## src/rtl/tank_sensor_conditioner_pkg.sv

```systemverilog
// Shared constants and helpers for the tank sensor conditioner.
// Holds nivel codes, switch indices and sensor-pattern helpers.
package tank_sensor_conditioner_pkg;

  localparam logic [2:0] NIVEL_FULL = 3'b000;
  localparam logic [2:0] NIVEL_MED  = 3'b001;
  localparam logic [2:0] NIVEL_LOW  = 3'b011;
  localparam logic [2:0] NIVEL_CRIT = 3'b111;

  localparam int SW_ASP = 0;
  localparam int SW_GOT = 1;
  localparam int SW_ADB = 2;

  // A float can only be wet if every float below it is wet.
  function automatic logic sens_valid(input logic [2:0] s);
    logic v;
    case (s)
      3'b111, 3'b011,
      3'b001, 3'b000: v = 1'b1;
      default:        v = 1'b0;
    endcase
    return v;
  endfunction

  function automatic logic [2:0] sens_encode(input logic [2:0] s);
    logic [2:0] n;
    case (s)
      3'b111:  n = NIVEL_FULL;
      3'b011:  n = NIVEL_MED;
      3'b001:  n = NIVEL_LOW;
      default: n = NIVEL_CRIT;
    endcase
    return n;
  endfunction

endpackage

```

## src/rtl/tank_sensor_conditioner_debouncer.sv

```systemverilog
// input_debouncer: 1-bit tick-gated counting debouncer.
// Ports: clock, reset (sync, active-low), tick, raw in; db out.
module input_debouncer #(
  parameter int DEBOUNCE_TICKS = 4
) (
  input  logic clock,
  input  logic reset,
  input  logic tick,
  input  logic raw,
  output logic db
);

  localparam int CW = $clog2(DEBOUNCE_TICKS + 1);
  localparam logic [CW-1:0] LIM = CW'(DEBOUNCE_TICKS);

  logic [CW-1:0] cnt_q, cnt_d, cnt_inc;
  logic          db_q, db_d;

  assign cnt_inc = cnt_q + 1'b1;

  always_comb begin
    cnt_d = cnt_q;
    db_d  = db_q;
    if (tick) begin
      if (raw != db_q) begin
        if (cnt_inc == LIM) begin
          db_d  = ~db_q;
          cnt_d = '0;
        end else begin
          cnt_d = cnt_inc;
        end
      end else begin
        cnt_d = '0;
      end
    end
  end

  always_ff @(posedge clock) begin
    if (!reset) begin
      cnt_q <= '0;
      db_q  <= 1'b0;
    end else begin
      cnt_q <= cnt_d;
      db_q  <= db_d;
    end
  end

  assign db = db_q;

endmodule

```

## src/rtl/tank_sensor_conditioner.sv

```systemverilog
// Tank sensor conditioner: debounce, validate and encode floats/switches.
// Ports: clock, reset(sync low), tick, sens_raw[3], sw_raw[3], err_clr ->
//   nivel[3], erro, sw_db[3], level_chg. Macro: SENSOR_ERR_AUTOCLR_EN.
module tank_sensor_conditioner
  import tank_sensor_conditioner_pkg::*;
#(
  parameter int DEBOUNCE_TICKS = 4,
  parameter int ERR_PERSIST    = 8
) (
  input  logic       clock,
  input  logic       reset,
  input  logic       tick,
  input  logic [2:0] sens_raw,
  input  logic [2:0] sw_raw,
  input  logic       err_clr,
  output logic [2:0] nivel,
  output logic       erro,
  output logic [2:0] sw_db,
  output logic       level_chg
);

  localparam int FW = $clog2(ERR_PERSIST + 1);
  localparam logic [FW-1:0] EP = FW'(ERR_PERSIST);

  logic [5:0] raw_all;
  logic [5:0] db_all;
  logic [2:0] sens_db;
  logic       vld;

  assign raw_all = {sw_raw, sens_raw};

  for (genvar i = 0; i < 6; i++) begin : g_db
    input_debouncer #(
      .DEBOUNCE_TICKS(DEBOUNCE_TICKS)
    ) u_db (
      .clock(clock),
      .reset(reset),
      .tick (tick),
      .raw  (raw_all[i]),
      .db   (db_all[i])
    );
  end

  assign sens_db       = db_all[2:0];
  assign sw_db[SW_ASP] = db_all[3+SW_ASP];
  assign sw_db[SW_GOT] = db_all[3+SW_GOT];
  assign sw_db[SW_ADB] = db_all[3+SW_ADB];
  assign vld           = sens_valid(sens_db);

  logic [2:0]    nivel_q, nivel_d;
  logic          chg_q, chg_d;
  logic [FW-1:0] fcnt_q, fcnt_d;
  logic          erro_q, erro_d;
  logic          auto_clr;

`ifdef SENSOR_ERR_AUTOCLR_EN
  logic [FW-1:0] rcnt_q, rcnt_d;

  always_comb begin
    rcnt_d = rcnt_q;
    if (tick) begin
      if (vld) begin
        if (rcnt_q != EP) rcnt_d = rcnt_q + 1'b1;
      end else begin
        rcnt_d = '0;
      end
    end
  end

  always_ff @(posedge clock) begin
    if (!reset) rcnt_q <= '0;
    else        rcnt_q <= rcnt_d;
  end

  assign auto_clr = (rcnt_q == EP);
`else
  assign auto_clr = 1'b0;
`endif

  always_comb begin
    fcnt_d = fcnt_q;
    if (tick) begin
      if (!vld) begin
        if (fcnt_q != EP) fcnt_d = fcnt_q + 1'b1;
      end else begin
        fcnt_d = '0;
      end
    end
  end

  // A saturated fault count keeps re-asserting, so it beats any clear.
  always_comb begin
    erro_d = erro_q;
    if (fcnt_q == EP)            erro_d = 1'b1;
    else if (err_clr || auto_clr) erro_d = 1'b0;
  end

  // Invalid patterns keep the last level; a fault overrides to critical.
  always_comb begin
    nivel_d = nivel_q;
    if (vld)    nivel_d = sens_encode(sens_db);
    if (erro_q) nivel_d = NIVEL_CRIT;
    chg_d = (nivel_d != nivel_q);
  end

  always_ff @(posedge clock) begin
    if (!reset) begin
      nivel_q <= NIVEL_CRIT;
      chg_q   <= 1'b0;
      fcnt_q  <= '0;
      erro_q  <= 1'b0;
    end else begin
      nivel_q <= nivel_d;
      chg_q   <= chg_d;
      fcnt_q  <= fcnt_d;
      erro_q  <= erro_d;
    end
  end

  assign nivel     = nivel_q;
  assign level_chg = chg_q;
  assign erro      = erro_q;

endmodule

```

## config.mk

```make
export PLATFORM = sky130hd
export DESIGN_NAME = tank_sensor_conditioner
export DESIGN_NICKNAME = d
export VERILOG_FILES = /design/src/rtl/tank_sensor_conditioner_pkg.sv /design/src/rtl/tank_sensor_conditioner_debouncer.sv /design/src/rtl/tank_sensor_conditioner.sv
export SDC_FILE = /design/constraint.sdc
export NUM_CORES = 1
export LEC_CHECK = 0
export CAP_MARGIN = 20
export CORE_MARGIN = 1.5
export CORE_UTILIZATION = 50
export DETAILED_ROUTE_END_ITERATION = 8
export HOLD_SLACK_MARGIN = 0.1
export PLACE_DENSITY = 0.81
export RECOVER_POWER = 100
export SLEW_MARGIN = 20
export SYNTH_ARGS = -nofsm -noshare
export SYNTH_HDL_FRONTEND = slang
export SYNTH_SLANG_ARGS = --single-unit
```

## constraint.sdc

```tcl
create_clock -name clock -period 1.3 [get_ports clock]
set_input_delay 0.26 -clock clock [delete_from_list [all_inputs] [get_ports clock]]
set_output_delay 0.26 -clock clock [all_outputs]
set_load 0.01 [all_outputs]
```

==> impl_metrics.env, run 1 <==
export IMPL_status="complete, no violations"
export IMPL_fin_crit_sh_pct=99.1
export IMPL_fin_crit_ns=1.29
export IMPL_synth_flop_cell="dfxtp_1"
export IMPL_ios=18
export IMPL_power_net_switching_mw=0.516
export IMPL_relSlewSlack_pct=77.4
export IMPL_die_x_um=65.3
export IMPL_first_iter_violations=64
export IMPL_power_density_mw_per_mm2=762
export IMPL_power_frac_comb_pct=12.8
export IMPL_clock_root_buffer="clkbuf_8"
export IMPL_setup_viol=0
export IMPL_final_antenna_net_count=0
export IMPL_dieHeight_um=65.3
export IMPL_drv_cap=0
export IMPL_grt_overflow=0
export IMPL_yosysWarnings=0
export IMPL_holdBufCountCts=0
export IMPL_yosys_area_share_adder_pct=9.04
export IMPL_synth_xor_area_share_pct=6.65
export IMPL_wl_um=4390
export IMPL_drive_gt1_share_pct=36.5
export IMPL_synth_top_family_by_area="simple AND/OR/NAND/NOR gates"
export IMPL_fin_nets=283
export IMPL_final_critical_path_setup_slack_ns=0.0123
export IMPL_worstSkewPairLatency_ns=0.29
export IMPL_clock_path_buffers=2
export IMPL_dp_hpwl_um=2820
export IMPL_gp_congestion=0.787
export IMPL_synth_enable_flop_cells=0
export IMPL_h_tree_depth=2
export IMPL_core_mm2=0.00369
export IMPL_syn_area_per_cell_um2=9.32
export IMPL_skew_ns=0.00857
export IMPL_die_area_mm2=0.00426
export IMPL_antenna_found_initial=0
export IMPL_p_sw_share_pct=25.2
export IMPL_grt_max_degree=25
export IMPL_synth_distinct_cells=43
export IMPL_cts_sinks=33
export IMPL_clkPwrFrac_pct=36.4
export IMPL_tightestPinTransition_ns=0.336
export IMPL_synth_seq_cells=33
export IMPL_viasPerCell=5.44
export IMPL_async_flop_share_pct=0
export IMPL_groute_usage_overall_pct=21.0
export IMPL_cp_max_fo=2
export IMPL_yosys_area_share_simple_pct=20.2
export IMPL_worstHoldPathType="register to register"
export IMPL_crit_type="primary input to register"
export IMPL_vias=1674
export IMPL_syn_nets=232
export IMPL_io_buffer_count=17
export IMPL_cts_clk_slew_worst_paths_ns=0.07
export IMPL_cts_made_buffers=5
export IMPL_synthMuxAreaShare_pct=3.62
export IMPL_drt_drc_violations_left=0
export IMPL_syn_to_final_growth_pct=38.9
export IMPL_syn_area_mm2=0.00194
export IMPL_startpoint_type="primary input"
export IMPL_cp_arrival_ns=1.47
export IMPL_wl_per_cell_um=14.3
export IMPL_pre_cts_ws_ns=-0.309
export IMPL_p_int_mw=1.54
export IMPL_rows=22
export IMPL_synth_seq_area_share_pct=34.1
export IMPL_first_global_vias=1693
export IMPL_cellLeakagePower_nw=1.14
export IMPL_finalHoldViolCount=0
export IMPL_grt_pass1_wl_um=6980
export IMPL_ir_drop_uv=660
export IMPL_synth_compound_area_share_pct=20.1
export IMPL_diodes=0
export IMPL_pwr_share_seq_pct=50.7
export IMPL_start_util_pct=52.5
export IMPL_rsz0062_at_grt="yes"
export IMPL_syn_inst=208
export IMPL_utilization_pct=73.0
export IMPL_tritoncts="built"
export IMPL_cp_required_ns=1.48
export IMPL_drtPass1Iterations=4
export IMPL_end_kind="register"
export IMPL_final_max_slew_viol_count=0
export IMPL_fmax_mhz=777
## through the flow
step	hold slack, ns	power (mW)	instances	cell area (µm²)	TNS (ns)
2_1_floorplan	0.399	1.17	208	1940	0
3_3_place_gp	0.476	1.29	294	2360	-5.75
3_5_place_dp	0.484	1.29	294	2360	-6.60
4_1_cts	0.491	2.05	304	2480	0
5_1_grt	0.537	2.15	308	2690	-0.118
6_report	0.514	2.05	308	2690	0
## worst max-delay path, stage by stage
cell	delay [ns]
dlygate4sd3_1	0.59
xnor2_2	0.19
clkbuf_4	0.17
a211oi_1	0.04
a31o_2	0.21
## Yosys cell counts (6+ instances only)
cell type	count	area, µm²
a21oi_1	6	30.0
nor2b_1	7	43.8
and2_1	6	37.5
buf_2	7	35.0
a211oi_1	7	52.6
nand3b_1	7	52.6
mux2i_1	7	70.1
ha_1	14	175
xor2_1	7	61.3
inv_1	7	26.3
o21a_1	6	45.0
nand3_1	7	35.0
dfxtp_1	33	661
nand2_1	23	86.3
o2bb2ai_1	6	52.6
## path summary, 6_finish.rpt
| check | startpoint | cells after the start | end | slack (ns) |
|---|---|---|---|---|
| hold reg to reg | g_db[4].u_db.db | 2 | g_db[4].u_db.db | 0.51 |
| hold / removal | g_db[4].u_db.db | 2 | g_db[4].u_db.db | 0.51 |
| setup reg to reg | g_db[5].u_db.cnt_q[0] | 4 | g_db[5].u_db.cnt_q[0] | 0.03 |
| setup / recovery | sens_raw[1] | 5 | g_db[1].u_db.cnt_q[2] | 0.01 |
## per-layer routing
metal  routed length [µm]  up-vias  global-route usage (%)
met2                 2250       24                    37.1
li1                     -      844                       -
met3                   97       10                    4.97
met5                    0        -                       0
met4                   68        0                    9.38
met1                 1980      796                    23.8
## state kept, by name, indices dropped and copies added, names as in the netlist
| signal | count |
|---|---|
| g_db.u_db.cnt_q | 18 |
| g_db.u_db.db | 6 |
| fcnt_q | 4 |
| nivel | 3 |
| erro | 1 |
| level_chg | 1 |
## cell usage in the layout (no fill, tap or decap), types with 4 or more instances in the layout
cell type and instances:
a31o_2 5, mux2i_1 7, and2_1 6, nand2_1 23
a21oi_1 5, o2bb2ai_1 6, dfxtp_2 8, dlygate4sd2_1 8
nand3b_1 7, clkdlybuf4s50_1 7, dfxtp_1 23, nor2b_1 7
nor2_1 4, clkbuf_8 5, nand3_1 7, o21a_1 6
ha_1 7, ha_2 4, a211oi_1 4, a2111oi_2 4
nand4b_1 5, buf_4 36, inv_1 5
## what timing repair did
item / CTS / global route
pin swaps: 5 / 14
endpoints found under the setup margin: 13 / 19
endpoints found under the hold margin: 0 / 0
setup buffers: 2 / 4
gates resized for setup: 21 / 38
## power groups by stage
| stage | registers [mW] | clock network, mW | logic, mW |
|---|---|---|---|
| 4_1_cts | 1.04 | 0.772 | 0.238 |
| 3_5_place_dp | 1.06 | 0 | 0.230 |
| 6_report | 1.04 | 0.748 | 0.263 |
| 5_1_grt | 1.04 | 0.817 | 0.286 |
| 3_3_place_gp | 1.06 | 0 | 0.224 |
| 2_1_floorplan | 1.06 | 0 | 0.110 |
## cell families (layout without fill, tap and decap cells)
group           after synthesis  after routing
simple gates                 71             71
compound gates               48             48
flops                        33             33
buf+inv                      22             74
fa+ha+maj                    14             14
xor+xnor                     13             13
mux                           7              7
## layout make-up
class                      instances  area, µm²
fill                             272        996
inverter                           8       32.5
tap                               48       60.1
sequential                        33        678
timing repair buffer              58        495
clock buffer                       6       72.6
clock inverter                     2       10.0
multi-input combinational        153       1340
(Power assumes the default switching activity.)
==> inputs of run 2 (changes only) <==
--- a/config.mk
+++ b/config.mk
@@ -8,6 +8,7 @@
 export CAP_MARGIN = 20
 export CORE_MARGIN = 1.5
 export CORE_UTILIZATION = 50
+export CTS_BUF_LIST = sky130_fd_sc_hd__clkbuf_4 sky130_fd_sc_hd__clkbuf_8
 export DETAILED_ROUTE_END_ITERATION = 8
 export HOLD_SLACK_MARGIN = 0.1
 export PLACE_DENSITY = 0.81
==> impl_metrics.env, run 2 (synthesis results as in run 1) <==
export IMPL_status="complete, no violations"
export IMPL_drive_gt1_share_pct=36.9
export IMPL_die_x_um=65.3
export IMPL_final_critical_path_setup_slack_ns=0.00806
export IMPL_start_util_pct=52.5
export IMPL_skew_ns=0.00876
export IMPL_h_tree_depth=2
export IMPL_wl_um=4380
export IMPL_layout_common_cells="buf_4, nand2_1, dfxtp_1"
export IMPL_groute_usage_overall_pct=21.0
export IMPL_cp_max_fo=2
export IMPL_r2r_end="g_db[5].u_db.cnt_q[0]"
export IMPL_grt_max_degree=25
export IMPL_fin_crit_sh_pct=99.4
export IMPL_hold_path_startpoint="g_db[4].u_db.db"
export IMPL_drt_drc_violations_left=0
export IMPL_clock_path_buffers=2
export IMPL_diodes=0
export IMPL_setup_viol=0
export IMPL_tritoncts="built"
export IMPL_rows=22
export IMPL_largest_register="g_db.u_db.cnt_q"
export IMPL_core_mm2=0.00369
export IMPL_grt_overflow=0
export IMPL_io_buffer_count=17
export IMPL_rsz0062_at_grt="yes"
export IMPL_fmax_mhz=774
export IMPL_drtPass1Iterations=4
export IMPL_die_area_mm2=0.00426
export IMPL_antenna_found_initial=0
export IMPL_cp_arrival_ns=1.47
export IMPL_crit_buf_inv=2
export IMPL_worstSkewPairLatency_ns=0.29
export IMPL_whs_path_depth=2
export IMPL_finalHoldViolCount=0
export IMPL_slowest_stage="dlygate4sd3_1"
export IMPL_layout_commonest_cell="buf_4"
export IMPL_final_max_slew_viol_count=0
export IMPL_viasPerCell=5.39
export IMPL_vias=1659
export IMPL_crit_type="primary input to register"
export IMPL_final_antenna_net_count=0
export IMPL_dp_hpwl_um=2820
export IMPL_holdBufCountCts=0
export IMPL_first_global_vias=1689
export IMPL_gp_congestion=0.787
export IMPL_path_delay_family="buffers and inverters"
export IMPL_num_fill_cells=273
export IMPL_tightestPinTransition_ns=0.334
export IMPL_tns_ns=0
export IMPL_fin_crit_ns=1.29
export IMPL_fin_nets=283
export IMPL_r2r_cells=4
export IMPL_cts_made_buffers=5
export IMPL_cpPeakStageDelay_ns=0.59
export IMPL_end_kind="register"
export IMPL_first_iter_violations=86
export IMPL_ff2ff_setup_slack_ns=0.03
export IMPL_dieHeight_um=65.3
export IMPL_whs_endpoint="g_db[4].u_db.db"
export IMPL_cellLeakagePower_nw=1.14
export IMPL_cts_clk_slew_worst_paths_ns=0.06
export IMPL_pre_cts_ws_ns=-0.309
export IMPL_cp_required_ns=1.48
export IMPL_r2r_start="g_db[5].u_db.cnt_q[0]"
export IMPL_syn_to_final_growth_pct=39.1
export IMPL_largest_reg_flops=18
export IMPL_ir_drop_uv=705
export IMPL_cp_cell_sequence="dlygate4sd3_1 -> xnor2_2 -> clkbuf_4 -> a211oi_1 -> a31o_2"
export IMPL_drv_cap=0
export IMPL_power_density_mw_per_mm2=767
export IMPL_wl_per_cell_um=14.2
export IMPL_clock_root_buffer="clkbuf_8"
export IMPL_grt_pass1_wl_um=6980
export IMPL_startpoint_type="primary input"
export IMPL_relSlewSlack_pct=77.6
export IMPL_worstHoldPathType="register to register"
export IMPL_cts_sinks=33
export IMPL_ios=18
[run 2: cell counts in the layout (fill, tap and decap cells not counted)]
Identical to the previous run, type by type.
[run 2: worst min-delay path, stage by stage (launching register included)]
cell	delay [ns]
dfxtp_1	0.34
nand2_1	0.07
mux2i_1	0.06
[run 2: what timing repair did]
action,4_1_cts,5_1_grt
buffers inserted,2,4
gates resized for setup,21,38
endpoints found under the setup margin,13,19
pin swaps,5,14
[run 2: per-layer routing]
layer	share of wire (%)	GRT usage [%]	wire [µm]	vias to the layer above
met2	52	37.1	2270	15
met4	1.3	9.38	55	0
li1	-	-	-	843
met1	45	23.8	1970	795
met5	0	0	0	-
met3	1.9	4.97	82	6
[run 2: power by group]
| part | switching, mW | internal (mW) | total (mW) |
|---|---|---|---|
| Sequential | 0.0150 | 1.03 | 1.04 |
| Combinational | 0.124 | 0.139 | 0.263 |
| Clock | 0.372 | 0.391 | 0.763 |
| Total | 0.511 | 1.56 | 2.07 |
[run 2: worst max path at each step]
stage               slack [ns]             startpoint                     to  cells past startpoint
finish                   0.008            sens_raw[1]  g_db[1].u_db.cnt_q[2]                      5
global route             -0.04  g_db[5].u_db.cnt_q[0]  g_db[5].u_db.cnt_q[0]                      4
CTS                     0.0007  g_db[4].u_db.cnt_q[0]  g_db[4].u_db.cnt_q[0]                      4
detailed placement       -0.31              sw_raw[1]  g_db[4].u_db.cnt_q[0]                      4
global placement         -0.23                   tick  g_db[5].u_db.cnt_q[2]                      5
floorplan                 0.03  g_db[3].u_db.cnt_q[0]  g_db[3].u_db.cnt_q[0]                      4
[run 2: metrics by stage]
stage               std cells  utilization [%]  area, µm²  power (mW)  hold slack (ns)
floorplan                 208                -       1940        1.17            0.399
global placement          294             64.1       2360        1.29            0.476
detailed placement        294             64.1       2360        1.29            0.484
CTS                       304             67.3       2480        2.07            0.491
global route              308             73.1       2700        2.17            0.537
finish                    308             73.1       2700        2.07            0.515
[run 2: final cells by class]
class | instances | area (µm²) | area share [%]
Multi-Input combinational cell | 153 | 1340 | 49.8
Sequential cell | 33 | 678 | 25.2
Timing Repair Buffer | 58 | 495 | 18.4
Clock buffer | 6 | 76.3 | 2.83
Tap cell | 48 | 60.1 | 2.23
Inverter | 8 | 32.5 | 1.21
Clock inverter | 2 | 10.0 | 0.371
==> inputs of run 3 (changes only) <==
--- a/config.mk
+++ b/config.mk
@@ -5,13 +5,15 @@
 export SDC_FILE = /design/constraint.sdc
 export NUM_CORES = 1
 export LEC_CHECK = 0
+export ABC_AREA = 1
+export ABC_CLOCK_PERIOD_IN_PS = 1300
 export CAP_MARGIN = 20
 export CORE_MARGIN = 1.5
 export CORE_UTILIZATION = 50
 export CTS_BUF_LIST = sky130_fd_sc_hd__clkbuf_4 sky130_fd_sc_hd__clkbuf_8
 export DETAILED_ROUTE_END_ITERATION = 8
 export HOLD_SLACK_MARGIN = 0.1
-export PLACE_DENSITY = 0.81
+export PLACE_DENSITY = 0.82
 export RECOVER_POWER = 100
 export SLEW_MARGIN = 20
 export SYNTH_ARGS = -nofsm -noshare
==> impl_metrics.env, run 3 <==
export IMPL_status="complete, no violations"
export IMPL_tightestPinTransition_ns=0.400
export IMPL_largest_register="g_db.u_db.cnt_q"
export IMPL_dpl_instance_area_mm2=0.00196
export IMPL_start_util_pct=51.6
export IMPL_final_area_mm2=0.00205
export IMPL_final_max_slew_viol_count=0
export IMPL_diodes=0
export IMPL_synth_top_cell_area_share_pct=38.7
export IMPL_worstSkewPairLatency_ns=0.34
export IMPL_rows=21
export IMPL_gp_congestion=0.807
export IMPL_synth_most_common_cell="nand2_1"
export IMPL_relSlewSlack_pct=73.3
export IMPL_yosysTopAreaCell="dfxtp_1"
export IMPL_syn_nets=243
export IMPL_setup_viol=0
export IMPL_drv_cap=0
export IMPL_skew_ns=0.0160
export IMPL_syn_inst=219
export IMPL_post_cts_buffers=0
export IMPL_async_flop_share_pct=0
export IMPL_fin_crit_sh_pct=95.2
export IMPL_cp_required_ns=1.04
export IMPL_place_inst=282
export IMPL_dp_hpwl_um=2230
export IMPL_synth_seq_area_share_pct=38.7
export IMPL_viasPerCell=4.95
export IMPL_clock_root_buffer="clkbuf_4"
export IMPL_syn_to_final_growth_pct=20.2
export IMPL_crit_buf_inv=1
export IMPL_wl_um=3250
export IMPL_ir_drop_uv=606
export IMPL_layout_common_cells="nand2_1, a21oi_1, dfxtp_1"
export IMPL_die_area_mm2=0.00378
export IMPL_synth_enable_flop_cells=0
export IMPL_final_critical_path_setup_slack_ns=0.0619
export IMPL_cts_clk_slew_worst_paths_ns=0.11
export IMPL_worstHoldPathType="register to register"
export IMPL_vias=1435
export IMPL_first_iter_violations=121
export IMPL_layout_commonest_cell="nand2_1"
export IMPL_drive_gt1_share_pct=18.9
export IMPL_fin_worst_hold_slack_ns=0.467
export IMPL_grt_pass1_wl_um=4910
export IMPL_clock_path_buffers=2
export IMPL_tritoncts="built"
export IMPL_slowest_stage="dfxtp_1"
export IMPL_drt_drc_violations_left=0
export IMPL_die_x_um=61.5
export IMPL_path_delay_family="flip-flops"
export IMPL_p_total_mw=1.89
export IMPL_tns_ns=0
export IMPL_finalHoldViolCount=0
export IMPL_end_kind="output pin"
export IMPL_h_tree_depth=2
export IMPL_yosysWarnings=0
export IMPL_syn_area_per_cell_um2=7.80
export IMPL_cellLeakagePower_nw=0.910
export IMPL_groute_usage_overall_pct=17.8
export IMPL_core_mm2=0.00331
export IMPL_cts_sinks=33
export IMPL_utilization_pct=62.1
export IMPL_final_antenna_net_count=0
export IMPL_startpoint_type="register"
export IMPL_pre_cts_ws_ns=-0.176
export IMPL_syn_area_mm2=0.00171
export IMPL_synth_commonest_cells="nand2_1, dfxtp_1, a21oi_1, nand3_1, o21ai_0"
export IMPL_fin_crit_ns=1.24
export IMPL_cp_max_fo=3
export IMPL_cpPeakStageDelay_ns=0.37
export IMPL_cp_cell_sequence="dlygate4sd2_1"
export IMPL_synth_seq_cells=33
export IMPL_synth_distinct_cells=21
export IMPL_ios=18
export IMPL_grt_max_degree=23
export IMPL_yosys_top_cells_area="dfxtp_1, ha_1, a21oi_1"
export IMPL_power_density_mw_per_mm2=920
export IMPL_first_global_vias=1162
export IMPL_layoutNonFillerInstCount=290
export IMPL_drtPass1Iterations=5
export IMPL_io_buffer_count=17
export IMPL_largest_reg_flops=18
export IMPL_antenna_found_initial=0
export IMPL_crit_type="register to output pin"
export IMPL_cts_made_buffers=5
export IMPL_grt_overflow=0
export IMPL_cp_arrival_ns=0.98
export IMPL_synth_flop_cell="dfxtp_1"
export IMPL_fmax_mhz=808
export IMPL_holdBufCountCts=0
export IMPL_fin_nets=267
export IMPL_dieHeight_um=61.5
export IMPL_wl_per_cell_um=11.2
[run 3: cell count changes in the layout (fill, tap and decap cells not counted), sizes merged, moves of 7 or more]
cell / before / now
nor2b: 7 / 0
nor2: 5 / 15
nand3: 7 / 22
buf: 39 / 8
mux2i: 7 / 0
and2: 7 / 0
a21oi: 6 / 30
inv: 8 / 16
nand2: 23 / 37
o21ai: 3 / 21
a211oi: 7 / 0
[run 3: where the power goes]
part / internal (mW) / switching, mW / leakage (nW) / total [mW]
Combinational: 0.104 / 0.118 / 0.601 / 0.222
Sequential: 1.05 / 0.0326 / 0.273 / 1.08
Clock: 0.227 / 0.357 / 0.0354 / 0.584
[run 3: what timing repair did]
| action | CTS | global route |
|---|---|---|
| pin swaps | 0 | 1 |
| setup endpoints to repair | 8 | 14 |
| resized for setup | 8 | 24 |
[run 3: final cells by class]
class,instances,area (µm²)
Tap cell,46,57.6
Fill cell,319,1260
Multi-Input combinational cell,159,967
Clock buffer,6,45.0
Timing Repair Buffer,27,236
Clock inverter,2,10.0
Inverter,17,63.8
Sequential cell,33,674
[run 3: worst reg2reg max path, cell delays in order (launching register included)]
cell and delay, ns:
dfxtp_2 0.36, ha_2 0.19, xor2_2 0.18, nand3_1 0.13, o21ai_0 0.20, a21oi_1 0.05
[run 3: final timing paths]
kind	startpoint	endpoint	slack, ns	cells past startpoint
setup / recovery	g_db[3].u_db.db	sw_db[0]	0.06	1
hold / removal	g_db[5].u_db.db	g_db[5].u_db.db	0.47	2
setup reg to reg	g_db[2].u_db.cnt_q[0]	g_db[2].u_db.db	0.08	5
hold reg to reg	g_db[5].u_db.db	g_db[5].u_db.db	0.47	2
[run 3: cell families after synthesis]
| kind of cell | count (synthesis) | share of synthesized area [%] |
|---|---|---|
| DFF | 33 | 38.7 |
| AOI/OAI and AO/OA | 51 | 15.6 |
| adders and majority gates | 14 | 10.2 |
| xor gates and xnor gates | 12 | 6.15 |
| buffers and inverters | 27 | 6.95 |
| and+or+nand+nor | 82 | 22.4 |
[run 3: layer usage]
metal	share of wire, %	track usage [%]	up-vias
li1	-	-	769
met2	49	28.9	20
met5	0	0	-
met3	3.3	6.30	6
met4	1.6	6.38	0
met1	46	21.9	640
